[config.mk]
export PLATFORM = sky130hd
export DESIGN_NAME = posit_div_core_flat
export DESIGN_NICKNAME = d
export VERILOG_FILES = /design/src/rtl/posit_div_core_if.sv /design/src/rtl/posit_div_core.sv /design/src/flat_wrapper.sv
export SDC_FILE = /design/constraint.sdc
export NUM_CORES = 1
export LEC_CHECK = 0
export ABC_AREA = 1
export ABC_CLOCK_PERIOD_IN_PS = 6810
export BUFFER_PORTS_ARGS = -buffer_cell sky130_fd_sc_hd__buf_2
export CORE_UTILIZATION = 64
export DETAILED_ROUTE_END_ITERATION = 16
export PLACE_DENSITY = 0.92
export SYNTH_ARGS = -nofsm -noshare
export SYNTH_HDL_FRONTEND = slang
export SYNTH_SLANG_ARGS = --single-unit
[constraint.sdc]
create_clock -name clk -period 6.81 [get_ports clk]
set_clock_uncertainty 0.1 [all_clocks]
set_input_delay 1.362 -clock clk [delete_from_list [all_inputs] [get_ports clk]]
set_output_delay 1.362 -clock clk [all_outputs]
set_load 0.005 [all_outputs]
[src/rtl/posit_div_core_if.sv]
// Operand and result bundle for posit_div_core: two decoded posit32 inputs in, decoded quotient fields out.
// The master side drives start and the operands; the slave side is the divide core.
interface posit_div_core_if #(
   parameter int ES     = 3,
   parameter int K_BITS = 6,
   parameter int MW     = 32
);
   logic              start;
   logic              sign_a;
   logic              zero_a;
   logic              nar_a;
   logic [K_BITS-1:0] k_a;
   logic [ES-1:0]     exp_a;
   logic [MW-1:0]     mant_a;
   logic              sign_b;
   logic              zero_b;
   logic              nar_b;
   logic [K_BITS-1:0] k_b;
   logic [ES-1:0]     exp_b;
   logic [MW-1:0]     mant_b;
   logic              busy;
   logic              done;
   logic              sign_out;
   logic [K_BITS-1:0] k_out;
   logic [ES-1:0]     exp_out;
   logic [MW-1:0]     mant_out;
   logic              sticky;
   logic              nar_out;
   logic              zero_out;
   logic              sat_out;

   modport master (
      output start, sign_a, zero_a, nar_a, k_a, exp_a, mant_a,
             sign_b, zero_b, nar_b, k_b, exp_b, mant_b,
      input  busy, done, sign_out, k_out, exp_out, mant_out,
             sticky, nar_out, zero_out, sat_out
   );

   modport slave (
      input  start, sign_a, zero_a, nar_a, k_a, exp_a, mant_a,
             sign_b, zero_b, nar_b, k_b, exp_b, mant_b,
      output busy, done, sign_out, k_out, exp_out, mant_out,
             sticky, nar_out, zero_out, sat_out
   );
endinterface

[src/rtl/posit_div_core.sv]
// Sequential posit32 (ES=3) divide core: scale subtractor plus restoring divider over decoded fields.
// Define POSIT_DIV_EARLY_TERM_EN to leave the divide loop as soon as the partial remainder reaches zero.
module posit_div_core #(
   parameter int ES     = 3,
   parameter int K_BITS = 6,
   parameter int MW     = 32,
   parameter int QW     = 34
) (
   input  logic           clk,
   input  logic           rst_n,
   posit_div_core_if.slave dif
);
   localparam int SW    = K_BITS + ES + 1;
   localparam int CW    = $clog2(QW);
   localparam int S_MAX = ((1 << (K_BITS - 1)) - 2) << ES;
   localparam int S_MIN = -(((1 << (K_BITS - 1)) - 1) << ES);

   typedef enum logic [1:0] {S_IDLE, S_DIV, S_NORM, S_DONE} state_t;

   state_t               state_q;
   logic [MW:0]          rem_q;
   logic [MW-1:0]        div_q;
   logic [QW-1:0]        quo_q;
   logic signed [SW-1:0] scale_q;
   logic [CW-1:0]        cnt_q;
   logic                 sign_q;

   logic              busy_q, done_q, sign_out_q, sticky_q, nar_q, zero_q, sat_q;
   logic [K_BITS-1:0] k_q;
   logic [ES-1:0]     exp_q;
   logic [MW-1:0]     mant_q;

   logic signed [SW-1:0] scale_d;
   logic                 rem_ge;
   logic [MW:0]          rem_sub;
   logic [MW:0]          rem_d;
   logic [QW-1:0]        quo_d;
   logic [QW-1:0]        quo_n;
   logic signed [SW-1:0] scale_n;
   logic signed [SW-1:0] scale_f;
   logic                 sticky_n, ovf_n, unf_n;
   logic                 nar_in, zero_in;

   // NOTE: every always_comb output is assigned on every path, so no latch can be inferred.
   always_comb begin
      // {k, exp} with one extra sign bit is exactly k*2^ES + exp in two's complement.
      scale_d = signed'({dif.k_a[K_BITS-1], dif.k_a, dif.exp_a})
              - signed'({dif.k_b[K_BITS-1], dif.k_b, dif.exp_b});
      nar_in  = dif.nar_a | dif.nar_b | dif.zero_b;
      zero_in = dif.zero_a;

      rem_ge  = rem_q >= {1'b0, div_q};
      rem_sub = rem_ge ? (rem_q - {1'b0, div_q}) : rem_q;
      rem_d   = rem_sub << 1;
      quo_d   = {quo_q[QW-2:0], rem_ge};

      quo_n    = quo_q[QW-1] ? quo_q : (quo_q << 1);
      scale_n  = quo_q[QW-1] ? scale_q : (scale_q - SW'(1));
      sticky_n = (|quo_n[QW-MW-1:0]) | (|rem_q);
      ovf_n    = int'(scale_n) > S_MAX;
      unf_n    = int'(scale_n) < S_MIN;
      scale_f  = ovf_n ? SW'(S_MAX) : (unf_n ? SW'(S_MIN) : scale_n);
   end

   // NOTE: state registers use non-blocking assignments so all flops update from pre-edge values.
   always_ff @(posedge clk or negedge rst_n) begin
      if (!rst_n) begin
         state_q    <= S_IDLE;
         rem_q      <= '0;
         div_q      <= '0;
         quo_q      <= '0;
         scale_q    <= '0;
         cnt_q      <= '0;
         sign_q     <= 1'b0;
         busy_q     <= 1'b0;
         done_q     <= 1'b0;
         sign_out_q <= 1'b0;
         k_q        <= '0;
         exp_q      <= '0;
         mant_q     <= '0;
         sticky_q   <= 1'b0;
         nar_q      <= 1'b0;
         zero_q     <= 1'b0;
         sat_q      <= 1'b0;
      end else begin
         done_q <= 1'b0;
         case (state_q)
            S_IDLE: begin
               if (dif.start) begin
                  if (nar_in || zero_in) begin
                     sign_out_q <= 1'b0;
                     k_q        <= '0;
                     exp_q      <= '0;
                     mant_q     <= '0;
                     sticky_q   <= 1'b0;
                     sat_q      <= 1'b0;
                     nar_q      <= nar_in;
                     zero_q     <= ~nar_in;
                     done_q     <= 1'b1;
                     state_q    <= S_DONE;
                  end else begin
                     rem_q   <= {1'b0, dif.mant_a};
                     div_q   <= dif.mant_b;
                     quo_q   <= '0;
                     cnt_q   <= '0;
                     scale_q <= scale_d;
                     sign_q  <= dif.sign_a ^ dif.sign_b;
                     busy_q  <= 1'b1;
                     state_q <= S_DIV;
                  end
               end
            end
            S_DIV: begin
               rem_q <= rem_d;
               quo_q <= quo_d;
               cnt_q <= cnt_q + CW'(1);
               if (cnt_q == CW'(QW - 1)) begin
                  state_q <= S_NORM;
               end
`ifdef POSIT_DIV_EARLY_TERM_EN
               // Exact quotient: left-align the bits produced so far, the rest are zero.
               if (rem_sub == '0) begin
                  quo_q   <= quo_d << (CW'(QW - 1) - cnt_q);
                  state_q <= S_NORM;
               end
`endif
            end
            S_NORM: begin
               sign_out_q <= sign_q;
               k_q        <= scale_f[ES+K_BITS-1:ES];
               exp_q      <= scale_f[ES-1:0];
               mant_q     <= (ovf_n || unf_n) ? {1'b1, {(MW-1){1'b0}}} : quo_n[QW-1 -: MW];
               sticky_q   <= sticky_n;
               sat_q      <= ovf_n | unf_n;
               nar_q      <= 1'b0;
               zero_q     <= 1'b0;
               busy_q     <= 1'b0;
               done_q     <= 1'b1;
               state_q    <= S_DONE;
            end
            S_DONE: begin
               state_q <= S_IDLE;
            end
            default: begin
               state_q <= S_IDLE;
            end
         endcase
      end
   end

   assign dif.busy     = busy_q;
   assign dif.done     = done_q;
   assign dif.sign_out = sign_out_q;
   assign dif.k_out    = k_q;
   assign dif.exp_out  = exp_q;
   assign dif.mant_out = mant_q;
   assign dif.sticky   = sticky_q;
   assign dif.nar_out  = nar_q;
   assign dif.zero_out = zero_q;
   assign dif.sat_out  = sat_q;
endmodule
[src/flat_wrapper.sv]
// flat-port wrapper written by rule: the top's interface ports become plain ports
module posit_div_core_flat 
#(
   parameter int ES     = 3,
   parameter int K_BITS = 6,
   parameter int MW     = 32,
   parameter int QW     = 34
)
  (clk, rst_n, dif_start, dif_sign_a, dif_zero_a, dif_nar_a, dif_k_a, dif_exp_a, dif_mant_a, dif_sign_b, dif_zero_b, dif_nar_b, dif_k_b, dif_exp_b, dif_mant_b, dif_busy, dif_done, dif_sign_out, dif_k_out, dif_exp_out, dif_mant_out, dif_sticky, dif_nar_out, dif_zero_out, dif_sat_out);
  posit_div_core_if #(.ES(ES), .K_BITS(K_BITS), .MW(MW)) dif_i ();
  input  logic clk;
  input  logic rst_n;
  input wire logic [$bits(dif_i.start)-1:0] dif_start;
  input wire logic [$bits(dif_i.sign_a)-1:0] dif_sign_a;
  input wire logic [$bits(dif_i.zero_a)-1:0] dif_zero_a;
  input wire logic [$bits(dif_i.nar_a)-1:0] dif_nar_a;
  input wire logic [$bits(dif_i.k_a)-1:0] dif_k_a;
  input wire logic [$bits(dif_i.exp_a)-1:0] dif_exp_a;
  input wire logic [$bits(dif_i.mant_a)-1:0] dif_mant_a;
  input wire logic [$bits(dif_i.sign_b)-1:0] dif_sign_b;
  input wire logic [$bits(dif_i.zero_b)-1:0] dif_zero_b;
  input wire logic [$bits(dif_i.nar_b)-1:0] dif_nar_b;
  input wire logic [$bits(dif_i.k_b)-1:0] dif_k_b;
  input wire logic [$bits(dif_i.exp_b)-1:0] dif_exp_b;
  input wire logic [$bits(dif_i.mant_b)-1:0] dif_mant_b;
  output wire logic [$bits(dif_i.busy)-1:0] dif_busy;
  output wire logic [$bits(dif_i.done)-1:0] dif_done;
  output wire logic [$bits(dif_i.sign_out)-1:0] dif_sign_out;
  output wire logic [$bits(dif_i.k_out)-1:0] dif_k_out;
  output wire logic [$bits(dif_i.exp_out)-1:0] dif_exp_out;
  output wire logic [$bits(dif_i.mant_out)-1:0] dif_mant_out;
  output wire logic [$bits(dif_i.sticky)-1:0] dif_sticky;
  output wire logic [$bits(dif_i.nar_out)-1:0] dif_nar_out;
  output wire logic [$bits(dif_i.zero_out)-1:0] dif_zero_out;
  output wire logic [$bits(dif_i.sat_out)-1:0] dif_sat_out;
  assign dif_i.start = dif_start;
  assign dif_i.sign_a = dif_sign_a;
  assign dif_i.zero_a = dif_zero_a;
  assign dif_i.nar_a = dif_nar_a;
  assign dif_i.k_a = dif_k_a;
  assign dif_i.exp_a = dif_exp_a;
  assign dif_i.mant_a = dif_mant_a;
  assign dif_i.sign_b = dif_sign_b;
  assign dif_i.zero_b = dif_zero_b;
  assign dif_i.nar_b = dif_nar_b;
  assign dif_i.k_b = dif_k_b;
  assign dif_i.exp_b = dif_exp_b;
  assign dif_i.mant_b = dif_mant_b;
  assign dif_busy = dif_i.busy;
  assign dif_done = dif_i.done;
  assign dif_sign_out = dif_i.sign_out;
  assign dif_k_out = dif_i.k_out;
  assign dif_exp_out = dif_i.exp_out;
  assign dif_mant_out = dif_i.mant_out;
  assign dif_sticky = dif_i.sticky;
  assign dif_nar_out = dif_i.nar_out;
  assign dif_zero_out = dif_i.zero_out;
  assign dif_sat_out = dif_i.sat_out;
  posit_div_core #(.ES(ES), .K_BITS(K_BITS), .MW(MW), .QW(QW)) u_core (.clk(clk), .rst_n(rst_n), .dif(dif_i));
endmodule
==> summary.txt <==
status = finished clean
synth top area cells = dfrtp_1 39%, nand2_1 17%, inv_1 9.3%
syn_nets = 1707
final net count = 1812
CP Cell Sequence = buf_2, nor3_2, nand2_1, nor2_4, buf_4, a21oi_2, buf_4, inv_2, buf_4, nand3_1, nor2_1, o21ai_0, a21oi_1
Remaining Overflow, GRT = 0
min-delay src = u_core.dif.mant_out[13]
Final setup viols = 0
Synth area leader = dfrtp_1
WP depth = 13
CP Max Fanout = 76
Synth cell types = 40
Synth Cell Area = 0.0107 mm2
Fin. Hold Viols = 0
top post-synthesis cells by count = 496 x nand2_1, 267 x inv_1, 166 x dfrtp_1
CP top delay family = buffers and inverters
Die W = 131 um
clock slew at reported path FFs = 70 ps
GRT Util Overall = 33.1%
R2R Path End = u_core.cnt_q[5]
crit end category = register
leakage power = 0.00672 uW
placer congestion estimate = 0.994
Slew Viols, Final = 0
top cell type's share of synthesized area = 38.7%
Least-Margin Pin Slew = 1140 ps
DR vias/cell = 5.56
clock power share = 15.3%
share of cells above drive strength 1 = 12.0%
HPWL Detailed = 18.7 mm
# port buffers = 138
num rows = 46
synthesized flop and latch total = 166
Psw = 3240 uW
CP peak stage delay = 620 ps
switching part of the total = 51.3%
startpoint type of the worst setup path = primary input
Min Clock Period, post-route = 4040 ps
ANT nets after route = 0
core area = 0.0161 mm2
CP Data Arrival Time = 4310 ps
P per Cell Area = 522 mW/mm2
Rel. slew slack = 23.7%
CTS Buf Count = 17
critical path type = primary input to register
Final Cell Area = 0.0121 mm2
# Post-CTS Setup Buffers = 0
Starting Density = 66.6%
R2R cell count = 13
clk sinks = 166
most common cell in the netlist = nand2_1
cts repair resizes = 0
clk root buf = clkbuf_16
H-tree depth = 4
worst reg2reg path startpoint = u_core.state_q[0]
Logic pwr share = 59.7%
Hold Crit Endpoint = u_core.dif.mant_out[13]
CP required = 7080 ps
FILL cells = 1227
Post-CTS Hold Buffers = 0
Synth async-reset ratio = 100%
detailed router's first-iteration violation count = 1051
most used cell, CP = buf_4
first-pass GRT wire length = 46.7 mm
synth warn = 0
Clock Latency Late Sink = 450 ps
fin crit share = 59.4%
WHS Path Cells = 2
initial antenna violation count = 0
die height = 131 um
Post-Syn Instances = 1567
fmax = 247 MHz
Final TNS setup = 0 ps
Int Pwr = 3080 uW
die footprint = 0.0173 mm2
I/O pins = 139
clock tree buffer depth = 2
Pre-antenna DRT Iters = 5
Seq pwr share = 25.0%
RSZ-0062 raised after global routing = false
Area Growth Syn to Fin = 12.8%
Mean Syn Cell Area = 6.85 um2
Synth Flop Type = dfrtp_1
drt drc = 0
Placed Area = 0.0115 mm2
post-synthesis sequential area ratio = 38.7%
multi-input logic area = 0.00531 mm2
CTS tree = built
Post-synth EDFFs = 0
Antenna diodes = 0
max-cap viol count = 0
VDD IR max = 0.000270 V
Hold Path Class = register to register
Routed WL = 27.4 mm
vias in the first global route = 10200
vias = 10600
register area = 0.00415 mm2
critical path's slowest cell = buf_4
Buf/Inv on CP = 5
largest net degree at the start of global routing = 108
WL/cell = 14.4 um
flop-to-flop setup slack = 3370 ps
## area by class of cell
| cell class | instances | share of cell area, % |
|---|---|---|
| Multi-Input combinational cell | 1069 | 43.8 |
| Sequential cell | 166 | 34.3 |
| Inverter | 270 | 8.37 |
| Timing Repair Buffer | 148 | 6.38 |
| Clock buffer | 17 | 3.52 |
| Tap cell | 216 | 2.23 |
| Clock inverter | 15 | 1.32 |
## worst max-delay path by stage
stage / from / endpoint / slack, ps
after floorplan: dif_exp_b[2] / u_core.scale_q[7] / 3840
after global placement: dif_nar_b / u_core.cnt_q[4] / 2560
after detailed placement: dif_nar_b / u_core.cnt_q[5] / 2380
after CTS: dif_nar_b / u_core.cnt_q[5] / 2830
after global routing: dif_nar_b / u_core.cnt_q[5] / 2490
final: dif_nar_b / u_core.cnt_q[5] / 2770
## layout by cell type (no fill, tap or decap), drive strengths merged
cell    count
ha         47
clkbuf     17
o21a        1
nand2     500
o21bai      1
xnor2      16
and2        1
nor4        2
a31oi       1
inv       277
o31ai       2
a21boi      1
dfrtp     166
xor2        6
nand4      47
a211oi      1
nand3      94
buf       148
nand3b     12
clkinv      8
a21oi      97
or2         2
o21ai      92
nor2       96
fa          2
o211ai      1
o22ai      36
nor3       11
## metal layers
metal / share of wire [%] / vias up / global-route usage (%)
met1: 42 / 4881 / 41.4
met2: 48 / 436 / 55.9
met4: 4.0 / 0 / 17.8
li1: - / 5156 / -
met5: 0 / - / 0
met3: 5.7 / 97 / 4.21
## sequential cells by signal, indices dropped and copies added (netlist names)
name                 flops
u_core.cnt_q             6
u_core.dif.busy          1
u_core.dif.done          1
u_core.dif.exp_out       3
u_core.dif.k_out         6
u_core.dif.mant_out     32
u_core.dif.nar_out       1
u_core.dif.sat_out       1
u_core.dif.sign_out      1
u_core.dif.sticky        1
u_core.dif.zero_out      1
u_core.div_q            32
u_core.quo_q            34
u_core.rem_q            33
u_core.scale_q          10
u_core.sign_q            1
u_core.state_q           2
## power groups by stage
stage | registers [uW] | clock network, uW | logic, uW
2_1_floorplan | 1540 | 0 | 2820
3_3_place_gp | 1570 | 0 | 3540
3_5_place_dp | 1590 | 0 | 3630
4_1_cts | 1570 | 968 | 3700
5_1_grt | 1620 | 1010 | 4250
6_report | 1580 | 970 | 3770
## stage by stage
| step | worst slack [ps] | instances | util (%) | power, uW | hold WS (ps) |
|---|---|---|---|---|---|
| floorplan | 3840 | 1567 | - | 4360 | 333 |
| global placement | 2560 | 1869 | 71.5 | 5110 | 352 |
| detailed placement | 2380 | 1869 | 71.5 | 5220 | 361 |
| CTS | 2830 | 1901 | 75.1 | 6240 | 380 |
| global route | 2490 | 1901 | 75.1 | 6870 | 400 |
| finish | 2770 | 1901 | 75.1 | 6320 | 378 |
## worst reg2reg max path, delay by kind of cell, from the launching register on
family	cells	cell delay, ps
flip-flops	1	410
buffers and inverters	5	1690
AO/OA/AOI/OAI	3	310
adder cells (fa/ha/maj)	1	230
AND/OR/NAND/NOR	4	630
## kinds of logic after synthesis
logic type	after synthesis	share of synthesized area, %
AO/OA/AOI/OAI	233	11.5
buffers and inverters	332	12.0
flip-flops	166	38.7
XOR/XNOR	22	1.94
adder cells (fa/ha/maj)	49	5.85
AND/OR/NAND/NOR	765	30.0
No activity file was read; power rests on OpenSTA's default activity.
